`src/rtl/apb4_cpuif_responder_pkg.sv`:
```
// Shared state encoding and helpers for the APB4 CPU-interface responder.
package apb4_cpuif_responder_pkg;

    typedef enum logic [1:0] {
        IDLE = 2'd0,
        REQ  = 2'd1,
        WAIT = 2'd2,
        RESP = 2'd3
    } state_e;

    localparam int DEFAULT_DATA_WIDTH = 32;

    function automatic int addr_lsb(input int data_width);
        return $clog2(data_width / 8);
    endfunction

    localparam int ADDR_LSB = addr_lsb(DEFAULT_DATA_WIDTH);

    // One byte strobe expands to eight bit enables.
    function automatic logic [7:0] strb_to_biten(input logic strb);
        return {8{strb}};
    endfunction

endpackage

```
`src/rtl/apb4_cpuif_timeout_ctr.sv`:
```
// Clear/enable cycle counter that pulses tc on the last counted cycle.
module cpuif_timeout_ctr #(
    parameter int TERMINAL = 64
) (
    input  logic clk,
    input  logic rst,
    input  logic clear,
    input  logic enable,
    output logic tc
);
    localparam int CW = (TERMINAL > 1) ? $clog2(TERMINAL) : 1;
    localparam logic [CW-1:0] LAST = CW'(TERMINAL - 1);

    logic [CW-1:0] count_r;

    // Count cycles while enabled; clear has priority.
    always_ff @(posedge clk) begin
        if (!rst) begin
            count_r <= '0;
        end else if (clear) begin
            count_r <= '0;
        end else if (enable) begin
            count_r <= count_r + {{(CW-1){1'b0}}, 1'b1};
        end else begin
            count_r <= count_r;
        end
    end

    assign tc = enable && (count_r == LAST);

endmodule

```
`src/rtl/apb4_cpuif_responder.sv`:
```
// APB4 completer that drives the regblock's single-outstanding CPU interface,
// with a bounded response time so a lost internal ack cannot hang the bus.
module apb4_cpuif_responder
    import apb4_cpuif_responder_pkg::*;
#(
    parameter int ADDR_WIDTH     = 12,
    parameter int DATA_WIDTH     = 32,
    parameter int TIMEOUT_CYCLES = 64
) (
    input  logic                    clk,
    input  logic                    rst,
    input  logic                    s_apb_psel,
    input  logic                    s_apb_penable,
    input  logic                    s_apb_pwrite,
    input  logic [ADDR_WIDTH-1:0]   s_apb_paddr,
    input  logic [DATA_WIDTH-1:0]   s_apb_pwdata,
    input  logic [DATA_WIDTH/8-1:0] s_apb_pstrb,
    input  logic [2:0]              s_apb_pprot,
    output logic                    s_apb_pready,
    output logic [DATA_WIDTH-1:0]   s_apb_prdata,
    output logic                    s_apb_pslverr,
    output logic                    cpuif_req,
    output logic                    cpuif_req_is_wr,
    output logic [ADDR_WIDTH-1:0]   cpuif_addr,
    output logic [DATA_WIDTH-1:0]   cpuif_wr_data,
    output logic [DATA_WIDTH-1:0]   cpuif_wr_biten,
    input  logic                    cpuif_req_stall_wr,
    input  logic                    cpuif_req_stall_rd,
    input  logic                    cpuif_rd_ack,
    input  logic                    cpuif_rd_err,
    input  logic [DATA_WIDTH-1:0]   cpuif_rd_data,
    input  logic                    cpuif_wr_ack,
    input  logic                    cpuif_wr_err
);
    localparam int STRB_WIDTH = DATA_WIDTH / 8;
    localparam int LSB = addr_lsb(DATA_WIDTH);
    localparam logic [ADDR_WIDTH-1:0] LSB_MASK = ADDR_WIDTH'((64'd1 << LSB) - 64'd1);

    state_e                  state_r, state_next_s;
    logic                    orphan_r, orphan_next_s;
    logic                    is_wr_r;
    logic [ADDR_WIDTH-1:0]   addr_r;
    logic [DATA_WIDTH-1:0]   wdata_r, biten_r, biten_s;
    logic                    pready_r, pslverr_r;
    logic [DATA_WIDTH-1:0]   prdata_r;
    logic                    setup_s, req_s, stall_s, ack_s, err_s, any_ack_s, accept_s;
    logic                    go_resp_s, resp_err_s, timeout_s, ctr_clear_s, ctr_en_s;
    logic [DATA_WIDTH-1:0]   resp_data_s;
    logic                    unused_pprot_s;

    assign unused_pprot_s = ^s_apb_pprot;

    for (genvar i = 0; i < STRB_WIDTH; i++) begin : g_biten
        assign biten_s[i*8 +: 8] = strb_to_biten(s_apb_pstrb[i]);
    end

    assign setup_s   = s_apb_psel && !s_apb_penable;
    assign req_s     = (state_r == REQ) && !orphan_r;
    assign stall_s   = is_wr_r ? cpuif_req_stall_wr : cpuif_req_stall_rd;
    assign ack_s     = is_wr_r ? cpuif_wr_ack : cpuif_rd_ack;
    assign err_s     = is_wr_r ? cpuif_wr_err : cpuif_rd_err;
    assign any_ack_s = cpuif_rd_ack || cpuif_wr_ack;
    assign accept_s  = req_s && !stall_s;

    assign ctr_clear_s = (state_r == IDLE) && setup_s;
    assign ctr_en_s    = (state_r == REQ) || (state_r == WAIT);

    if (TIMEOUT_CYCLES > 0) begin : g_timeout
        cpuif_timeout_ctr #(.TERMINAL(TIMEOUT_CYCLES)) u_timeout (
            .clk    (clk),
            .rst    (rst),
            .clear  (ctr_clear_s),
            .enable (ctr_en_s),
            .tc     (timeout_s)
        );
    end else begin : g_no_timeout
        assign timeout_s = 1'b0;
    end

    // Next-state, response selection and orphan-ack bookkeeping.
    always_comb begin
        state_next_s  = state_r;
        go_resp_s     = 1'b0;
        resp_err_s    = 1'b0;
        resp_data_s   = '0;
        // Any ack seen while an abandoned request is outstanding belongs to it.
        orphan_next_s = orphan_r && !any_ack_s;
        case (state_r)
            IDLE: begin
                if (setup_s) begin
                    state_next_s = REQ;
                end else begin
                    state_next_s = IDLE;
                end
            end
            REQ: begin
                if (accept_s && ack_s) begin
                    go_resp_s   = 1'b1;
                    resp_err_s  = err_s;
                    resp_data_s = is_wr_r ? '0 : cpuif_rd_data;
                end else if (timeout_s) begin
                    go_resp_s     = 1'b1;
                    resp_err_s    = 1'b1;
                    orphan_next_s = orphan_next_s || accept_s;
                end else if (accept_s) begin
                    state_next_s = WAIT;
                end else begin
                    state_next_s = REQ;
                end
            end
            WAIT: begin
                if (ack_s) begin
                    go_resp_s   = 1'b1;
                    resp_err_s  = err_s;
                    resp_data_s = is_wr_r ? '0 : cpuif_rd_data;
                end else if (timeout_s) begin
                    go_resp_s     = 1'b1;
                    resp_err_s    = 1'b1;
                    orphan_next_s = 1'b1;
                end else begin
                    state_next_s = WAIT;
                end
            end
            RESP: begin
                state_next_s = IDLE;
            end
            default: begin
                state_next_s = IDLE;
            end
        endcase
        if (go_resp_s) begin
            state_next_s = RESP;
        end else begin
            state_next_s = state_next_s;
        end
    end

    // State, response registers and the request captured in the setup phase.
    always_ff @(posedge clk) begin
        if (!rst) begin
            state_r   <= IDLE;
            orphan_r  <= 1'b0;
            is_wr_r   <= 1'b0;
            addr_r    <= '0;
            wdata_r   <= '0;
            biten_r   <= '0;
            pready_r  <= 1'b0;
            pslverr_r <= 1'b0;
            prdata_r  <= '0;
        end else begin
            state_r   <= state_next_s;
            orphan_r  <= orphan_next_s;
            pready_r  <= go_resp_s;
            pslverr_r <= go_resp_s && resp_err_s;
            prdata_r  <= resp_data_s;
            if (ctr_clear_s) begin
                is_wr_r <= s_apb_pwrite;
                addr_r  <= s_apb_paddr & ~LSB_MASK;
                wdata_r <= s_apb_pwdata;
                biten_r <= biten_s;
            end
        end
    end

    assign s_apb_pready    = pready_r;
    assign s_apb_prdata    = prdata_r;
    assign s_apb_pslverr   = pslverr_r;
    assign cpuif_req       = req_s;
    assign cpuif_req_is_wr = is_wr_r;
    assign cpuif_addr      = addr_r;
    assign cpuif_wr_data   = wdata_r;
    assign cpuif_wr_biten  = biten_r;

endmodule
```
`config.mk`:
```
export PLATFORM = sky130hd
export DESIGN_NAME = apb4_cpuif_responder
export DESIGN_NICKNAME = d
export VERILOG_FILES = /design/src/rtl/apb4_cpuif_responder_pkg.sv /design/src/rtl/apb4_cpuif_timeout_ctr.sv /design/src/rtl/apb4_cpuif_responder.sv
export SDC_FILE = /design/constraint.sdc
export NUM_CORES = 1
export LEC_CHECK = 0
export BUFFER_PORTS_ARGS = -buffer_cell sky130_fd_sc_hd__buf_2
export CAP_MARGIN = 20
export CORE_MARGIN = 2
export CORE_UTILIZATION = 40
export CTS_CLUSTER_DIAMETER = 50
export DETAILED_ROUTE_END_ITERATION = 8
export PLACE_DENSITY = 0.74
export SLEW_MARGIN = 25
export SYNTH_ARGS = -nofsm -noshare
export SYNTH_HDL_FRONTEND = slang
export SYNTH_SLANG_ARGS = --single-unit
```
`constraint.sdc`:
```
create_clock -name clk -period 2.8 [get_ports clk]
set_clock_uncertainty 0.15 [all_clocks]
set_input_delay 0.56 -clock clk [delete_from_list [all_inputs] [get_ports clk]]
set_output_delay 0.56 -clock clk [all_outputs]
set_load 0.02 [all_outputs]
```
# Yosys cells after proc, flatten, opt, wreduce, memory -nomap -nowiden
# Cells that the tools add are included.
[word_totals]
reg_bits = 111
latch_bits = 0
ram_bits = 0
romBits = 0
in_bits = 94
output_inout_bits = 112
elab_cells = 65
memories = 0
[classes]
n_addsub = 1
multipliers = 0
div = 0
magnitude_cmp = 0
eq_ne = 8
shift = 0
mux = 27
n_bitwise = 1
n_reduce_logical = 18
[ops]
columns = ["cell", "n"]
rows = [
  ["$mux 32", 3],
  ["$pmux 32 s2", 1],
  ["$mux 1", 13],
  ["$mux 2", 6],
  ["$ne 3x3->1 const B", 4],
  ["$logic_and 1x1->1", 8],
  ["$pmux 2 s4", 1],
  ["$add 6x1->6 const B", 1],
  ["$eq 6x6->1 const B", 1],
  ["$pmux 1 s2", 3],
  ["$eq 2x2->1 const B", 2],
  ["$logic_not 1->1", 4],
  ["$reduce_and 4->1", 1],
  ["$logic_or 1x1->1", 3],
  ["$eq 2x1->1 const B", 1],
  ["$logic_not 2->1", 1],
  ["$reduce_or 2->1", 1],
  ["$not 1->1", 1],
]

# Longest topological paths before layout
# Gate-level depths: netlist (run 1).
[depth]
ltp_word = 8
depth_mapped = 8

# By module
# A second synthesis (run 1) with hierarchy kept.
[hier_totals]
cells_unflattened = 383
area_unflattened_um2 = 3395.8
[by_module_without_submodules]
columns = ["module", "instances", "cells_per_inst", "area_each_um2", "seq_area_each_um2"]
rows = [
  ["apb4_cpuif_responder", 1, 356, 3143.0, 1681.6],
  ["cpuif_timeout_ctr", 1, 27, 252.7, 120.1],
]

# Worst setup path after synthesis (run 1)
# No wires, ideal clock.
[synth_path]
path_type = "register to register"
from = "reg state_r[0]"
to = "reg state_r[1]"
t_arrival_ns = 1.726
required_time_ns = 2.586
path_slack_ns = 0.861
path_stages_with_launch = 9
path_buffers = 1
period_less_slack_ns = 1.939
cell_sequence = "dfxtp_1 inv_1 ha_1 buf_4 nand4_4 nor3_1 a221oi_4 or3_1 nand4_1"
[synth_via]
elab_chain_len = 8
[synth_lines]
columns = ["item", "line", "rtl"]
rows = [
  ["start: declaration", "apb4_cpuif_responder.sv:39", "state_e state_r, state_next_s;"],
  ["start signal: assignment", "apb4_cpuif_responder.sv:151", "state_r <= state_next_s;"],
  ["$eq 2x1->1 / $eq 2x2->1 (equally long branches)", "apb4_cpuif_responder.sv:66", "assign ctr_en_s = (state_r == REQ) || (state_r == WAIT);"],
  ["$logic_or 1x1->1 *", "apb4_cpuif_responder.sv:66", ""],
  ["named net ctr_en_s", "apb4_cpuif_responder.sv:47", "logic go_resp_s, resp_err_s, timeout_s, ctr_clear_s, ctr_en_s;"],
  ["$logic_and 1x1->1 *", "apb4_cpuif_timeout_ctr.sv:29", "assign tc = enable && (count_r == LAST);"],
  ["$mux 1", "apb4_cpuif_responder.sv:101, apb4_cpuif_responder.sv:116", ""],
  ["$mux 1, on equally long branches", "apb4_cpuif_responder.sv:112, apb4_cpuif_responder.sv:97", ""],
  ["$pmux 1 s2", "apb4_cpuif_responder.sv:88", "case (state_r)"],
  ["$ne 3x3->1 (no line)", "-", ""],
  ["$reduce_and 4->1 (no line)", "-", ""],
]
# The timed path passes the listed nets; every way through them passes the cells marked *. The select of a mux whose other input is x is not followed.
# A chain may end at the register's enable or synchronous reset.

# Final worst setup path (run 1)
# Same ends and word-level chain as after synthesis.

==> results, run 1 <==
- The flow ran to the end, and the final reports show no timing, DRC or antenna violations.
- The count of antenna-violating nets left after detailed routing is 0.
- The DRC violation count after routing is 0.
- The clock tree from TritonCTS is done.
- IR analysis of the VDD net gives a maximum drop of 0.000361 V.
- In the layout the commonest cells are sky130_fd_sc_hd__buf_2, sky130_fd_sc_hd__nand2_1, sky130_fd_sc_hd__dfxtp_1, sky130_fd_sc_hd__a21oi_1, sky130_fd_sc_hd__and2_1.
- The clock buffer count from CTS is 9.
- The synthesized instance count is 381.
- The hold path startpoint is cpuif_rd_data[13].
- In this run the clock root is driven by a sky130_fd_sc_hd__clkbuf_8.
- For this run, the top clock speed supported by timing is 0.454 GHz.
- The synthesized area is 3390 µm².
- Yosys mapped the design onto 37 distinct sky130hd cell types.
- Once the clock tree was built, the resizer swapped 0 gates to a different size.
- Counting tap cells, the placed design contains a total of 640 instances.
- The worst setup path is launched from a flop.
- The core footprint is 8220 µm².
- The first detailed-routing pass took 4 iterations.
- The worst path needs 2200 ps of the cycle, external delays included.
- The congestion estimate from routability-driven global placement came to 0.740.
- Setup violations remaining at the end of the flow were counted as 0.
- The antenna diode count is 0.
- The start point of the critical path is state_r[0].
- The remaining global-route overflow is 0.
- STA classifies the critical path endpoint as a flop.
- In this run, synthesis produced a sequential element count of 90.
- The mean number of vias per cell is 4.59.
- After filler insertion, the fill cell instance count of the layout stands at 765.
- The kind of critical path is flop to flop.
- The detailed-placement wirelength estimate is 5.59 mm.
- The post-CTS repair timing setup buffer count is 0.
- The static leakage is 2.24 nW.
- The accumulated negative setup slack is 0 ps.
- The origin of the critical flop-to-flop path is state_r[0].
- The number of global-route vias before repair is 2541.
- The clock edge transition at the registers on the reported setup and hold paths is 90 ps.
- The initial utilization of the core area, before any placement, comes to 41.3%.
- The total global routing track utilization is 15.2%.
- The arrival time at the worst endpoint is 2330 ps.
- The H-tree was split into 3 levels.
- The commonest non-fill, non-tap cell in the layout is sky130_fd_sc_hd__buf_2.
- The share of cells above drive strength 1 is 41.4%.
- The sequential fraction of the synthesis area is 53.1%.
- The final hold violation count is 0.
- In this run, synthesis inferred 0 flip-flops with an integrated enable.
- In this run the power density over the cells is 594 nW/µm².
- The final layout net count is 645.
- The class of the tightest hold or removal check is input port to flop.
- After layout, the worst path uses 78.6% of the clock period.
- The first global-routing pass estimated 10.9 mm of wire.
- The layout overhead on the synthesized area is 32.0%.
- The maximum number of pins on one net before global-route repair is 48.
- The die height is 96.1 µm.
- The total number of yosys warnings is 0.
- At the worst endpoint, the required time is 2930 ps.
- Dividing the detail-routed wire length by the instance count gives 11.6 µm.
- The hold buffer count at cts is 0.
- Setup repair after global routing left no endpoint under its margin.
- Detailed routing inserted a total of 3013 vias.
- The highest net fanout along the worst path is 8.
- Clock latency on the worst-skew pair, taken at its later pin, is 340 ps.
- Across the run, the number of max-cap violations was 0.
- The die covers 9240 µm².
- The die is 96.1 µm wide.
- The routed wire length is 7.64 mm.
- The CTS sink count is 90.
- The worst-case clock buffer depth is 2.
- The finished layout holds 656 standard cells, fillers aside.
- The average cell area after synthesis is 8.91 µm².
- The number of port buffers is 198.
- 206 I/O pins were placed.
- The fraction of registers with async set or reset after synthesis is 0%.
- The number of cell rows is 33.
- After the first detailed-routing iteration, the DRC count stood at 106.
- The number of slew-limit violations in the final report is 0.
- The initial antenna violation count came to 0.
- The most used flip-flop cell after synthesis is sky130_fd_sc_hd__dfxtp_1.
## worst max-delay path, stage by stage, from the launching register on
cell,delay (ps)
sky130_fd_sc_hd__dfxtp_1,390
sky130_fd_sc_hd__inv_1,110
sky130_fd_sc_hd__ha_1,520
sky130_fd_sc_hd__nand4_4,160
sky130_fd_sc_hd__nor3_1,330
sky130_fd_sc_hd__a221oi_4,80
sky130_fd_sc_hd__or3_1,310
sky130_fd_sc_hd__nand4_1,80
## metal layers
metal | up-vias | global-route usage (%) | wire (µm)
li1 | 1514 | - | -
met1 | 1335 | 16.2 | 3080
met2 | 153 | 26.2 | 3500
met3 | 11 | 6.66 | 932
met4 | 0 | 6.43 | 121
met5 | - | 0 | 0
## synthesized netlist by cell type, types with 2 or more instances
master	instances	share of area (%)
sky130_fd_sc_hd__ha_1	5	1.8
sky130_fd_sc_hd__nand2_1	98	11
sky130_fd_sc_hd__nand3b_1	2	0.44
sky130_fd_sc_hd__xor2_1	3	0.77
sky130_fd_sc_hd__nand4_1	3	0.55
sky130_fd_sc_hd__nor2_1	9	1.0
sky130_fd_sc_hd__nand3_1	2	0.29
sky130_fd_sc_hd__or3_1	2	0.37
sky130_fd_sc_hd__dfxtp_1	90	53
sky130_fd_sc_hd__mux2i_1	3	0.88
sky130_fd_sc_hd__buf_2	5	0.74
sky130_fd_sc_hd__buf_4	31	6.9
sky130_fd_sc_hd__a21oi_1	53	7.8
sky130_fd_sc_hd__and2_1	33	6.1
sky130_fd_sc_hd__nor3_1	3	0.44
sky130_fd_sc_hd__o21ai_0	3	0.44
sky130_fd_sc_hd__buf_1	4	0.44
sky130_fd_sc_hd__inv_1	5	0.55
sky130_fd_sc_hd__clkbuf_1	9	1.0
## cell families after synthesis
| logic type | count (synthesis) | share of synthesized area (%) |
|---|---|---|
| and+or+nand+nor | 160 | 22.2 |
| DFF | 90 | 53.1 |
| AOI/OAI and AO/OA | 61 | 10.1 |
| buffers and inverters | 55 | 9.92 |
| adders and majority gates | 5 | 1.84 |
| muxes | 5 | 1.73 |
| xor gates and xnor gates | 4 | 1.03 |
| other | 1 | 0.111 |
## report_power, final
group          internal, mW  switching (mW)  leakage, nW  total [mW]
sequential             1.32          0.0248        0.730        1.34
clock                 0.529           0.453        0.109       0.982
combinational         0.132           0.203         1.41       0.335
total                  1.98           0.681         2.24        2.66
## state kept, by name (all words and copies together) (netlist names)
signal                       count
cpuif_wr_data                   32
cpuif_wr_biten                   4
g_timeout.u_timeout.count_r      6
orphan_r                         1
s_apb_pslverr                    1
cpuif_addr                      10
s_apb_pready                     1
s_apb_prdata                    32
cpuif_req_is_wr                  1
state_r                          2
## through the flow
stage / power, mW / setup WS, ps / area [µm²] / hold WS, ps / utilization (%)
global route: 2.78 / 470 / 4480 / 244 / 54.5
detailed placement: 1.71 / 610 / 4250 / 295 / 51.8
finish: 2.66 / 599 / 4480 / 259 / 54.5
floorplan: 1.60 / 861 / 3400 / 308 / -
CTS: 2.70 / 590 / 4480 / 241 / 54.5
global placement: 1.70 / 665 / 4250 / 288 / 51.8
## worst paths after layout
| kind | endpoint | slack, ps | depth (start not counted) |
|---|---|---|---|
| min reg2reg | cpuif_wr_data[9] | 300 | 2 |
| min | s_apb_prdata[13] | 260 | 2 |
| max reg2reg | state_r[1] | 600 | 7 |
| max | state_r[1] | 600 | 7 |
## area by class of cell
class / count / area, µm² / share of cell area (%)
clock buffers: 10 / 138 / 3.07
inverters: 5 / 18.8 / 0.419
repair buffers: 203 / 1040 / 23.2
well taps: 105 / 131 / 2.93
multi-input cells: 237 / 1260 / 28.1
clock inverters: 6 / 88.8 / 1.98
flip-flops and latches: 90 / 1800 / 40.2
No activity file was read; power rests on OpenSTA's default activity.
==> run 2, diff against run 1 <==
- clock period: 2.8 -> 2.05 ns (I/O delays scaled with it)
==> results, run 2 (synthesis gave the netlist of run 1 again) <==
- Outcome: completed (unchanged).
- The DRC violation count after routing is 0 (unchanged).
- The final setup violation count is 0 (unchanged).
- The sequential share of power is 50.7% (was 50.5%).
- The root buffer cell is sky130_fd_sc_hd__clkbuf_8 (unchanged).
- The logic depth of the worst register-to-register path is 7 (unchanged).
- The power per cell area came to 803 nW/µm² (was 594 nW/µm²).
- The category of the worst setup path launch point is a flop (unchanged).
- The switching share of power is 25.2% (was 25.6%).
- The critical path's largest stage delay came to 330 ps (was 520 ps).
- The commonest non-fill, non-tap cell in the layout is sky130_fd_sc_hd__buf_2 (unchanged).
- The accumulated negative setup slack came to 0 ps (unchanged).
- The setup slack at placement came to 56.2 ps (was 610 ps).
- The share of cells above drive strength 1 is 42.4% (was 41.4%).
- The worst-case clock buffer depth was 2 (unchanged).
- The class of the tightest hold or removal check is input port to flop (unchanged).
- The maximum clock frequency is 0.514 GHz.
- The initial standard-cell utilization of the core is 41.3% (unchanged).
- The detailed-placement wirelength estimate was 5.63 mm (was 5.59 mm).
- The portion of total power attributed to combinational logic is 12.7% (was 12.6%).
- The cell depth of the worst hold path is 2 (unchanged).
- The origin of the critical flop-to-flop path is state_r[1] (was state_r[0]).
- The highest-delay cell along the critical path was sky130_fd_sc_hd__dfxtp_1 (was sky130_fd_sc_hd__ha_1).
- The internal power summed over all cells is 2.71 mW (was 1.98 mW).
- The layout overhead on the synthesized area was 32.7% (was 32.0%).
- The static leakage is 2.25 nW (was 2.24 nW).
- The remaining global-route overflow was 0 (unchanged).
- The capture endpoint of the worst hold path is s_apb_prdata[13] (unchanged).
- The hold buffer count at cts is 0 (unchanged).
- The die area came to 9240 µm² (unchanged).
- The clock edge transition at the registers on the reported setup and hold paths is 90 ps (about the same).
- The number of violations of the max-capacitance limit was 0 (unchanged).
- The final worst-path setup slack came to 104 ps (was 599 ps).
- The number of vias in the routed layout is 3018 (was 3013).
- The post-CTS repair timing setup buffer count came to 0 (unchanged).
- The clock period minus final worst setup slack is 1950 ps.
- The antenna diode count is 0 (unchanged).
- In this run the tightest slew margin relative to its limit is 61.5%.
- The die span in x was 96.1 µm (unchanged).
- The global-route wire length before repair came to 11.1 mm (was 10.9 mm).
- The clock network latency to the later pin of the worst-skew pair was 340 ps (about the same).
- The length of the first detailed-routing pass in iterations was 4 (unchanged).
- The final layout net count was 646 (was 645).
- The number of port buffers was 198 (unchanged).
- The highest net fanout along the worst path is 4 (was 8).
- The transition time at the pin with the least slew margin is 578 ps.
- The switching power of the nets is 0.911 mW (was 0.681 mW).
- The clock tree from TritonCTS was done (unchanged).
- The post-cts repair resize count was 0 (unchanged).
- The routed wire length is 7.63 mm (was 7.64 mm).
- Critical path cell sequence: inv_1 > ha_2 > nor2b_2 > buf_2 (was inv_1 > ha_1 > nand4_4 > nor3_1 > a221oi_4 > or3_1 > nand4_1).
- The final routed wire length divided by cell count is 11.6 µm (about the same).
- The maximum number of pins on one net before global-route repair is 48 (unchanged).
- The internal reg-to-reg setup slack is 130 ps (was 600 ps).
- The sum of internal, switching and leakage power is 3.62 mW (was 2.66 mW).
- The clock buffer count from CTS was 9 (unchanged).
- The total global routing track utilization came to 15.4% (was 15.2%).
- Top library cells by usage in the layout, fill and taps aside: sky130_fd_sc_hd__buf_2, sky130_fd_sc_hd__nand2_1, sky130_fd_sc_hd__dfxtp_1, sky130_fd_sc_hd__a21oi_1, sky130_fd_sc_hd__and2_1 (unchanged).
- The number of cell rows is 33 (unchanged).
- The clock power share is 36.6% (was 36.9%).
- The initial detailed-routing violation count was 68 (was 106).
- The arrival time at the worst endpoint was 1390 ps (was 2330 ps).
- The worst supply voltage drop on vdd is 0.000448 V (was 0.000361 V).
- The number of slew-limit violations in the final report is 0 (unchanged).
- The mean number of vias per cell is 4.59 (about the same).
- The number of global-route vias before repair was 2612 (was 2541).
- The core footprint is 8220 µm² (unchanged).
- The type of element capturing the critical path is an output pin (was flop).
- The final core utilization was 54.8% (was 54.5%).
- The number of H-tree levels was 3 (unchanged).
- The I/O pin count is 206 (unchanged).
- The die height is 96.1 µm (unchanged).
- The last weighted congestion value of the routability-driven placer is 0.755 (was 0.740).
- The CTS sink count is 90 (unchanged).
- The required time of the worst setup path came to 1490 ps (was 2930 ps).
- The terminus of the critical flop-to-flop path is state_r[0] (was state_r[1]).
- The count of antenna-violating nets left after detailed routing came to 0 (unchanged).
- Of the available clock period, the critical path in the final layout requires 94.9%.
- The initial antenna violation count is 0 (unchanged).
- The hold path startpoint was cpuif_rd_data[13] (unchanged).
- The kind of critical path is flop to output pin (was flop to flop).
- The final hold violation count is 0 (unchanged).
-- run 2: final cells by class --
cell class | count | area (µm²)
multi-input combinational | 237 | 1280
timing repair buffer | 204 | 1050
inverter | 5 | 18.8
tap | 105 | 131
clock buffer | 10 | 138
clock inverter | 6 | 87.6
sequential | 90 | 1800
fill | 780 | 3710
-- run 2: metal layers --
layer	GRT usage, %	vias to the layer above	share of wire [%]
li1	-	1520	-
met1	16.3	1338	41
met2	26.6	155	46
met3	6.97	5	12
met4	6.07	0	0.96
met5	0	-	0
-- run 2: how the worst max path moves through the flow --
stage / startpoint / to / slack, ps / cells after the start
final: state_r[1] / cpuif_req / 100 / 4
after global routing: state_r[1] / cpuif_req / -5 / 4
after CTS: state_r[1] / cpuif_req / 30 / 4
after detailed placement: state_r[0] / state_r[1] / 60 / 7
after global placement: state_r[0] / state_r[1] / 130 / 7
after floorplan: state_r[0] / state_r[1] / 110 / 8
-- run 2: worst max-delay path, delay by kind of cell, from the launching register on --
family                     cells  cell delay, ps
buffers and inverters          2             300
and+or+nand+nor                1             180
adders and majority gates      1             230
DFF                            1             330
-- run 2: power by group through the flow --
stage / registers (mW) / logic [mW] / clock network, mW
after CTS: 1.84 / 0.461 / 1.38
final: 1.84 / 0.458 / 1.32
after global routing: 1.85 / 0.508 / 1.44
after floorplan: 1.94 / 0.245 / 0
after detailed placement: 1.88 / 0.460 / 0
after global placement: 1.87 / 0.452 / 0
-- run 2: stage by stage --
stage	hold WS, ps	instance area [µm²]	std cells
floorplan	308	3400	382
global placement	289	4260	641
detailed placement	294	4260	641
CTS	88.9	4490	657
global route	79.0	4500	657
finish	109	4500	657
